[config.mk]
export PLATFORM = sky130hd
export DESIGN_NAME = alu_seq_ctrl
export DESIGN_NICKNAME = d
export VERILOG_FILES = /design/src/rtl/alu_seq_ctrl.sv
export SDC_FILE = /design/constraint.sdc
export NUM_CORES = 1
export LEC_CHECK = 0
export ABC_AREA = 1
export CAP_MARGIN = 20
export CORE_UTILIZATION = 45
export DETAILED_ROUTE_END_ITERATION = 7
export PLACE_DENSITY = 0.86
export SLEW_MARGIN = 20
export SYNTH_ARGS = -nofsm -noshare
export SYNTH_HDL_FRONTEND = slang
export SYNTH_SLANG_ARGS = --single-unit
[constraint.sdc]
create_clock -name Clk -period 7 [get_ports Clk]
set_clock_uncertainty 0.2 [all_clocks]
set_input_delay 1.4 -clock Clk [delete_from_list [all_inputs] [get_ports Clk]]
set_output_delay 1.4 -clock Clk [all_outputs]
set_load 0.01 [all_outputs]
[src/rtl/alu_seq_ctrl.sv]
// rtl/alu_seq_ctrl.sv - sequencer driving a shared external ALU for single-pass and iterated shift ops
module alu_seq_ctrl (
  input  logic        Clk,
  input  logic        Reset,
  input  logic        Start,
  input  logic [3:0]  OpIn,
  input  logic [31:0] AIn,
  input  logic [31:0] BIn,
  input  logic [4:0]  ShAmt,
  output logic        Busy,
  output logic        Done,
  output logic [31:0] Result,
  output logic        ZeroOut,
  output logic [31:0] AluA,
  output logic [31:0] AluB,
  output logic [3:0]  AluOp,
  input  logic [31:0] AluOut
);

  typedef enum logic [1:0] {
    S_IDLE = 2'd0,
    S_EXEC = 2'd1,
    S_ITER = 2'd2,
    S_DONE = 2'd3
  } state_t;

  state_t      state_q, state_d;
  logic [31:0] w_q, w_d;          // working register, also the ALU A operand
  logic [31:0] b_q, b_d;          // effective B operand for the op in flight
  logic [3:0]  op_q, op_d;        // effective op code for the op in flight
  logic [4:0]  cnt_q, cnt_d;      // remaining iterations
  logic [31:0] result_q, result_d;
  logic        zero_q, zero_d;

  function automatic logic is_shift(input logic [3:0] op);
    return (op == 4'b1000) || (op == 4'b1001) || (op == 4'b1010) || (op == 4'b1100);
  endfunction

  // State and datapath registers; reset clears everything and leaves ZeroOut high to match Result=0
  always_ff @(posedge Clk or posedge Reset) begin
    if (Reset) begin
      state_q  <= S_IDLE;
      w_q      <= '0;
      b_q      <= '0;
      op_q     <= '0;
      cnt_q    <= '0;
      result_q <= '0;
      zero_q   <= 1'b1;
    end else begin
      state_q  <= state_d;
      w_q      <= w_d;
      b_q      <= b_d;
      op_q     <= op_d;
      cnt_q    <= cnt_d;
      result_q <= result_d;
      zero_q   <= zero_d;
    end
  end

  // Next-state and datapath update; everything holds unless a state explicitly changes it
  always_comb begin
    state_d  = state_q;
    w_d      = w_q;
    b_d      = b_q;
    op_d     = op_q;
    cnt_d    = cnt_q;
    result_d = result_q;
    zero_d   = zero_q;
    case (state_q)
      S_IDLE: begin
        if (Start) begin
          w_d   = AIn;
          cnt_d = ShAmt;
          if (is_shift(OpIn) && (ShAmt != 5'd0)) begin
            op_d    = OpIn;
            b_d     = BIn;
            state_d = S_ITER;
          end else if (is_shift(OpIn)) begin
            // zero-length shift: ask the ALU for A + 0 so the result is A unchanged
            op_d    = 4'b0000;
            b_d     = '0;
            state_d = S_EXEC;
          end else begin
            op_d    = OpIn;
            b_d     = BIn;
            state_d = S_EXEC;
          end
        end
      end
      S_EXEC: begin
        result_d = AluOut;
        zero_d   = (AluOut == 32'd0);
        state_d  = S_DONE;
      end
      S_ITER: begin
        w_d   = AluOut;
        cnt_d = cnt_q - 5'd1;
        if (cnt_q == 5'd1) begin
          result_d = AluOut;
          zero_d   = (AluOut == 32'd0);
          state_d  = S_DONE;
        end
      end
      S_DONE: begin
        state_d = S_IDLE;
      end
      default: begin
        state_d = S_IDLE;
      end
    endcase
  end

  assign Busy    = (state_q == S_EXEC) || (state_q == S_ITER);
  assign Done    = (state_q == S_DONE);
  assign Result  = result_q;
  assign ZeroOut = zero_q;
  assign AluA    = w_q;
  assign AluB    = b_q;
  assign AluOp   = op_q;

endmodule

==> metrics.md, run 1 <==
| Metric | Value |
|---|---|
| R2R Path Start | state_q[0] |
| Post-Route WL | roughly 14000 µm |
| Cts bufs inserted | 9 |
| Vias | approximately 4700 |
| Synth warn | 0 |
| Largest net degree at the start of global routing | 73 |
| Status | completed |
| Initial drt markers | 261 |
| Core Area | ~10000 µm² |
| GP Congestion | between 0.8 and 0.9 |
| Most frequent cells in the layout | 265 x nand2_1, 210 x clkdlybuf4s50_1, 107 x dfrtp_1 |
| Most common cell after layout, fill and taps aside | nand2_1 |
| DIE AREA | between 10000 and 15000 µm² |
| Setup_tns | 0 ns |
| Yosys top cell by area | dfrtp_1 |
| # hold bufs at CTS | 0 |
| Vias in the first global route | around 4700 |
| Leak pwr | around 3.2 nW |
| PD cells | about 460 nW/µm² |
| Slew of the pin with the lowest slew margin | ~1 ns |
| Initial Utilization | 0.463 |
| Worst setup SP type | input port |
| CP max FO | 38 |
| Pins Over Slew Limit | 0 |
| Hold_sp | ZeroOut |
| Mapped Cells | 580 |
| Fin cells | 915 |
| Register area share after synthesis | 0.566 |
| Max_cap viols | 0 |
| CP endpoint kind | register |
| Net Count, Synth | ~700 |
| Mean Syn Cell Area | between 8 and 9 µm² |
| Die Width | approximately 110 µm |
| Main area contributors after synthesis | dfrtp_1 56%, nand2_1 21%, nor2_1 4.6% |
| Initial antenna violation count | 0 |
| First-pass GRT wire length | between 20000 and 25000 µm |
| First-pass detailed-route iteration total | 5 |
| Clock sink total | roughly 110 |
| Unrepaired setup endpoints after global routing | no |
| Clk_lat worst skew | 0.37 ns |
| Clk slew on worst S/H paths | about 0.1 ns |
| Port Buf Inserts | 210 |
| Post-Place Cells | 899 |
| Die H | 105 µm |
| Routed len/inst | around 15 µm |
| HPWL Detailed | about 10000 µm |
| Maximum clock insertion buffer count | 2 |
| IO Pins | approximately 210 |
| Share of layout cells above drive strength 1 | 0.0385 |
| H-tree levels | 3 |
| Final min period | between 3 and 4 ns |
| DRC | 0 |
| Final Hold Vio Count | 0 |
| Site row count | 37 |
| Max IR drop VDD | 0.249 mV |
| Final setup viols | 0 |
| CP Class | input port to register |
| Setup Fix Bufs, Post-CTS | 0 |
| Yosys cell types | 27 |
| Synth Register Bits | roughly 110 |
| Synthesis-to-layout area growth | 49.2% |
| GRT Overall Usage | 0.266 |
| CP Data Arrival Time | between 3 and 4 ns |
| Fmax | 264 MHz |
| CTS root buf | clkbuf_8 |
| Fin crit share | 0.541 |
| Ant diodes | 0 |
| Slew HR | 0.332 |
| Cell area after synthesis | 4780 µm² |
| Critical path origin | Start |
| Reg2reg setup slack | a little under 4 ns |
| GR Overflow Total | 0 |
| Worst Path Required | approximately 7.0 ns |
| Nets | around 900 |
| Remaining antenna violation count | 0 |
| Hold crit path type | register to register |
| Post_cts resized | 0 |
| Routed vias/inst | approximately 5.1 |
| Synth top area share | 0.561 |
| CTS tree | yes |
-- power breakdown --
part / internal [W] / switching, W
Sequential: 0.000940 / 0.000176
Clock: 0.000210 / 0.000205
Combinational: 0.000817 / 0.000929
-- cell usage after synthesis (all sizes together) --
| library cell | count |
|---|---|
| clkinv | 1 |
| clkbuf | 12 |
| nor2b | 1 |
| nand2 | 266 |
| nand4 | 1 |
| o21ai | 44 |
| xor2 | 1 |
| nor2 | 60 |
| or2 | 2 |
| dfrtp | 107 |
| nand3b | 1 |
| a31oi | 32 |
| inv | 16 |
| nand3 | 5 |
| buf | 19 |
| ha | 6 |
| dfstp | 1 |
| o211ai | 1 |
| a21oi | 3 |
| o22ai | 1 |
-- cell type report --
type / count / area, µm²
Clock buffer: 11 / 141
Clock inverter: 5 / 75.1
Fill cell: 815 / 3200
Inverter: 17 / 66.3
Multi-Input combinational cell: 424 / 1840
Sequential cell: 108 / 2700
Tap cell: 136 / 170
Timing Repair Buffer: 214 / 2130
-- critical path: stages --
cell and delay (ns):
clkdlybuf4s50_1 0.43, nand2_2 0.54, clkinv_1 1.01, nand2_1 0.31
o21ai_0 0.12
-- through the flow --
stage / setup slack, ns / instance area, µm² / total power, W / utilization / hold slack (ns)
final: 3.21 / 7130 / 0.00328 / 0.690 / 0.288
after global routing: 2.99 / 7130 / 0.00353 / 0.690 / 0.313
after CTS: 2.68 / 7120 / 0.00330 / 0.690 / 0.293
after detailed placement: 2.29 / 6900 / 0.00288 / 0.669 / 0.264
after global placement: 2.54 / 6900 / 0.00280 / 0.669 / 0.258
after floorplan: 2.56 / 4780 / 0.00203 / - / 0.274
-- flip-flops by register name, summed over array words and instances, names as in the netlist --
name and flops:
AluB 32, state_q 2, cnt_q 5, AluOp 4
ZeroOut 1, Result 32, AluA 32
-- worst paths after layout --
path                         endpoint  depth (start not counted)
max                          AluB[31]                          5
min                           ZeroOut                          2
max reg2reg                  AluB[31]                          6
min reg2reg                   ZeroOut                          2
max in group asynchronous    AluA[23]                          3
min in group asynchronous  Result[23]                          2
-- layer usage --
| layer | track usage | wire length [µm] | up-vias |
|---|---|---|---|
| met2 | 0.461 | 7000 | 212 |
| met3 | 0.0905 | 1390 | 20 |
| li1 | - | - | 2218 |
| met4 | 0.108 | 274 | 0 |
| met1 | 0.301 | 5430 | 2214 |
| met5 | 0 | 0 | - |
-- cells by family after synthesis --
logic type,count (synthesis),share of synthesized area
flops,108,0.566
simple gates,336,0.269
fa+ha+maj,6,0.0157
xor+xnor,1,0.00183
buf+inv,48,0.0505
compound gates,81,0.0972
No activity file was read; power rests on OpenSTA's default activity.
==> run 2, diff against run 1 <==
CORE_UTILIZATION = 38   (was 45)
PLACE_DENSITY = 0.78   (was 0.86)
clock period = 3.1 ns   (was 7 ns; I/O delays follow)
==> run 2 against run 1 <==
Net effect:
- final area up 2.5%
- setup slack worse by 2.7 ns
- sequential share of layout area down 0.93 points
- critical endpoint is now Busy
==> metrics.md, run 2 (synthesis results as in run 1) <==
| Metric | Value |
|---|---|
| Hold crit path type | register to register |
| Hold_sp | Result[31] |
| Routed len/inst | 14.9 µm |
| Nets | just under 900 |
| CP Class | register to output pin |
| Post-Route WL | approximately 14000 µm |
| Status | completed |
| Post_cts resized | 0 |
| Design Area, Final | ~7300 µm² |
| Area after DPL | approximately 7000 µm² |
| Cts bufs inserted | 9 |
| Initial antenna violation count | 0 |
| DIE AREA | between 10000 and 15000 µm² |
| Clk_lat worst skew | roughly 0.34 ns |
| GP Congestion | slightly above 0.8 |
| Fin cells | 951 |
| Final min period | around 2.6 ns |
| Fmax | roughly 390 MHz |
| R2R cell count | 7 |
| Die H | approximately 110 µm |
| Vias in the first global route | 4694 |
| Max IR drop VDD | between 0.4 and 0.5 mV |
| Largest net degree at the start of global routing | between 40 and 50 |
| Pins Over Slew Limit | 0 |
| Leak pwr | approximately 3.3 nW |
| CP max FO | 4 |
| Setup_tns | 0 ns |
| CP Data Arrival Time | ~1.8 ns |
| Post-Place Cells | 936 |
| Share of layout cells above drive strength 1 | 0.0421 |
| PD cells | 1040 nW/µm² |
| DRC | 0 |
| Fin worst setup slack | 0.515 ns |
| Initial Utilization | 0.394 |
| Remaining antenna violation count | 0 |
| Pre-CTS setup slack | approximately 0.50 ns |
| Routed vias/inst | 4.85 |
| Most frequent cells in the layout | 266 x nand2_1, 210 x clkdlybuf4s50_1, 107 x dfrtp_1 |
| Worst Path Required | 2.28 ns |
| Initial drt markers | approximately 260 |
| GR Overflow Total | 0 |
| Hold EP | Result[31] |
| Die Width | approximately 110 µm |
| CTS tree | yes |
| Vias | between 4000 and 5000 |
| Final setup viols | 0 |
| Port Buf Inserts | 210 |
| Unrepaired setup endpoints after global routing | no |
| GRT Overall Usage | 0.223 |
| Final Hold Vio Count | 0 |
| HPWL Detailed | 10400 µm |
| Site row count | 40 |
| Fin crit share | 0.834 |
| Hold depth | 2 |
| Max_cap viols | 0 |
| Core Area | approximately 12000 µm² |
| Slew of the pin with the lowest slew margin | a little over 0.8 ns |
| # hold bufs at CTS | 0 |
| Clk slew on worst S/H paths | about 0.070 ns |
| Worst setup SP type | register |
| First-pass GRT wire length | roughly 23000 µm |
| Reg2reg setup slack | a little under 0.6 ns |
| H-tree levels | 3 |
| Slew HR | 0.448 |
| First-pass detailed-route iteration total | 4 |
| Most common cell after layout, fill and taps aside | nand2_1 |
| IO Pins | roughly 210 |
| Reg-to-Reg End | AluA[19] |
| Min Hold Slack | ~0.28 ns |
| Ant diodes | 0 |
| Clock sink total | 108 |
| CP endpoint kind | output pin |
| Maximum clock insertion buffer count | 2 |
| Setup Fix Bufs, Post-CTS | 0 |
| R2R Path Start | state_q[0] |
| Synthesis-to-layout area growth | 53.0% |
| CTS root buf | clkbuf_16 |
run 2: cell types whose count changed in the layout (fill, tap and decap cells not counted), moves of 2 or more:
cell | previous run | this run
clkbuf_16 | 0 | 9
buf_4 | 4 | 6
clkinvlp_4 | 0 | 2
clkinv_2 | 3 | 1
buf_12 | 0 | 3
clkbuf_8 | 10 | 0
run 2: layer usage:
| metal | global-route usage | routed length [µm] |
|---|---|---|
| met5 | 0 | 0 |
| met4 | 0.0710 | 162 |
| met3 | 0.0731 | 1550 |
| met2 | 0.392 | 6820 |
| met1 | 0.257 | 5600 |
run 2: how the worst max path moves through the flow:
stage,startpoint,endpoint,slack (ns)
final,state_q[0],Busy,0.51
after global routing,state_q[0],AluA[19],0.36
after detailed placement,Start,AluA[19],0.50
after floorplan,Reset,AluA[0],0.98
after CTS,state_q[1],Busy,0.48
after global placement,Start,AluA[28],0.58
run 2: cell type report:
cell class | count | area, µm²
flip-flops and latches | 108 | 2700
clock buffers | 11 | 233
inverters | 17 | 67.6
multi-input cells | 424 | 1830
repair buffers | 219 | 2210
clock inverters | 4 | 51.3
fillers | 1070 | 4800
well taps | 168 | 210
run 2: critical path, stage by stage (launching register included):
cell	delay (ns)
dfrtp_1	0.38
inv_1	0.10
ha_1	0.34
clkdlybuf4s50_1	0.60
run 2: per-stage QoR:
stage	total power (W)	utilization
floorplan	0.00459	-
global placement	0.00638	0.580
detailed placement	0.00652	0.580
CTS	0.00767	0.603
global route	0.00818	0.603
finish	0.00760	0.603
run 2: power by group:
group,switching [W],internal (W),leakage [nW]
registers,0.000389,0.00213,1.29
logic,0.00208,0.00188,1.83
clock network,0.000496,0.000623,0.136
total,0.00297,0.00463,3.25
==> run 3, diff against run 2 <==
clock period = 2.2 ns   (was 3.1 ns; I/O delays follow)
==> run 3 against run 2 <==
Net effect:
- clock power up 61%
- sequential cell count unchanged
- power up 46%
- clock-buffer cell count up 1
- routed wire length down 1.1%
- combinational power up 44%
- setup slack worse by 0.40 ns
- largest cell class unchanged
- largest power group unchanged
==> metrics.md, run 3 (synthesis results as in run 1) <==
| Metric | Value |
|---|---|
| DIE AREA | 13000 µm² |
| Die Width | ~110 µm |
| Nets | 899 |
| Final Util | 0.613 |
| Initial antenna violation count | 0 |
| Pins Over Slew Limit | 0 |
| Cts bufs inserted | 9 |
| Worst setup SP type | register |
| CTS root buf | clkbuf_16 |
| Max_cap viols | 0 |
| Slew of the pin with the lowest slew margin | 0.498 ns |
| Ant diodes | 0 |
| Unrepaired setup endpoints after global routing | no |
| Clk slew on worst S/H paths | approximately 0.07 ns |
| HPWL Detailed | a little over 10000 µm |
| Fin crit share | 0.950 |
| Routed vias/inst | roughly 4.8 |
| Fmax | between 400 and 500 MHz |
| Vias in the first global route | 4627 |
| Reg-to-Reg End | AluA[22] |
| CP endpoint kind | output pin |
| Die H | approximately 110 µm |
| GR Overflow Total | 0 |
| Initial drt markers | 317 |
| Vias | 4607 |
| Critical path origin | state_q[1] |
| FILL cells | 1051 |
| Remaining antenna violation count | 0 |
| Hold depth | 2 |
| Max IR drop VDD | between 0.6 and 0.7 mV |
| Worst Path Required | about 1.6 ns |
| CTS tree | yes |
| Share of layout cells above drive strength 1 | 0.0532 |
| Final min period | approximately 2.1 ns |
| DRC | 0 |
| Maximum clock insertion buffer count | 2 |
| GRT Overall Usage | 0.222 |
| Post-Route WL | 14000 µm |
| Clk_lat worst skew | between 0.3 and 0.4 ns |
| Status | completed |
| Routed len/inst | about 15 µm |
| H-tree levels | 3 |
| PD cells | 1490 nW/µm² |
| Synthesis-to-layout area growth | 55.5% |
| Port Buf Inserts | 210 |
| Final Hold Vio Count | 0 |
| Min Hold Slack | ~0.28 ns |
| Most common cell after layout, fill and taps aside | nand2_1 |
| Final setup viols | 0 |
| CP Data Arrival Time | roughly 1.5 ns |
| IO Pins | approximately 210 |
| Setup_tns | 0 ns |
| CP endpoint | Busy |
| R2R cell count | 7 |
| Hold crit path type | register to register |
| First-pass GRT wire length | between 20000 and 25000 µm |
| CP Class | register to output pin |
| Most frequent cells in the layout | 266 x nand2_1, 209 x clkdlybuf4s50_1, 107 x dfrtp_1 |
| Reg2reg setup slack | ~0.22 ns |
| CP max FO | 4 |
| Initial Utilization | 0.394 |
| Core Area | 12100 µm² |
| Leak pwr | between 3 and 4 nW |
| R2R Path Start | state_q[0] |
| Site row count | 40 |
| Slew HR | 0.668 |
| GP Congestion | just under 0.8 |
| Largest net degree at the start of global routing | 69 |
| Clock sink total | ~110 |
| First-pass detailed-route iteration total | 5 |
## run 3: cell count changes in the layout (fill, tap and decap cells not counted), sizes merged
cell / previous run / this run
clkdlybuf4s15: 0 / 1
clkdlybuf4s50: 210 / 209
clkbuf: 11 / 12
buf: 9 / 15
bufinv: 1 / 2
clkinvlp: 2 / 1
## run 3: metrics by stage
step | total power, W | setup WS, ns | instances | cell area (µm²)
floorplan | 0.00647 | 0.259 | 580 | 4780
global placement | 0.00907 | 0.210 | 939 | 7070
detailed placement | 0.00929 | 0.166 | 939 | 7070
CTS | 0.0111 | 0.0723 | 955 | 7410
global route | 0.0119 | 0.0144 | 958 | 7430
finish | 0.0111 | 0.110 | 958 | 7430
## run 3: report_power, final
| part | switching [W] | internal, W | total (W) | leakage [nW] |
|---|---|---|---|---|
| Combinational | 0.00295 | 0.00277 | 0.00572 | 1.87 |
| Clock | 0.000712 | 0.00109 | 0.00180 | 0.169 |
| Sequential | 0.000548 | 0.00300 | 0.00354 | 1.29 |
## run 3: what timing repair did
item,CTS,global route
setup buffers,0,3
hold buffers,0,0
resized for setup,1,1
setup endpoints to repair,1,7
pin swaps,0,1
## run 3: routing by layer
metal  GRT usage  part of all wire
met3      0.0704              0.10
met5           0                 0
met1       0.266              0.41
met4      0.0719             0.015
met2       0.380              0.47
## run 3: worst max-delay path, cell delays in order (launching register included)
cell and delay (ns):
dfrtp_1 0.40, inv_1 0.08, ha_1 0.33, clkdlybuf4s15_1 0.29
## run 3: worst min-delay path by stage
stage,endpoint,from
final,Result[30],Result[30]
after global routing,Result[25],Result[25]
after CTS,ZeroOut,ZeroOut
after detailed placement,Result[13],Result[13]
after global placement,ZeroOut,ZeroOut
after floorplan,ZeroOut,ZeroOut
## run 3: layout make-up
class | instances | area (µm²) | area share
clock buffers | 12 | 267 | 0.0359
inverters | 17 | 67.6 | 0.00909
multi-input cells | 424 | 1830 | 0.247
clock inverters | 4 | 70.1 | 0.00943
flip-flops and latches | 108 | 2700 | 0.364
repair buffers | 225 | 2280 | 0.306
well taps | 168 | 210 | 0.0283
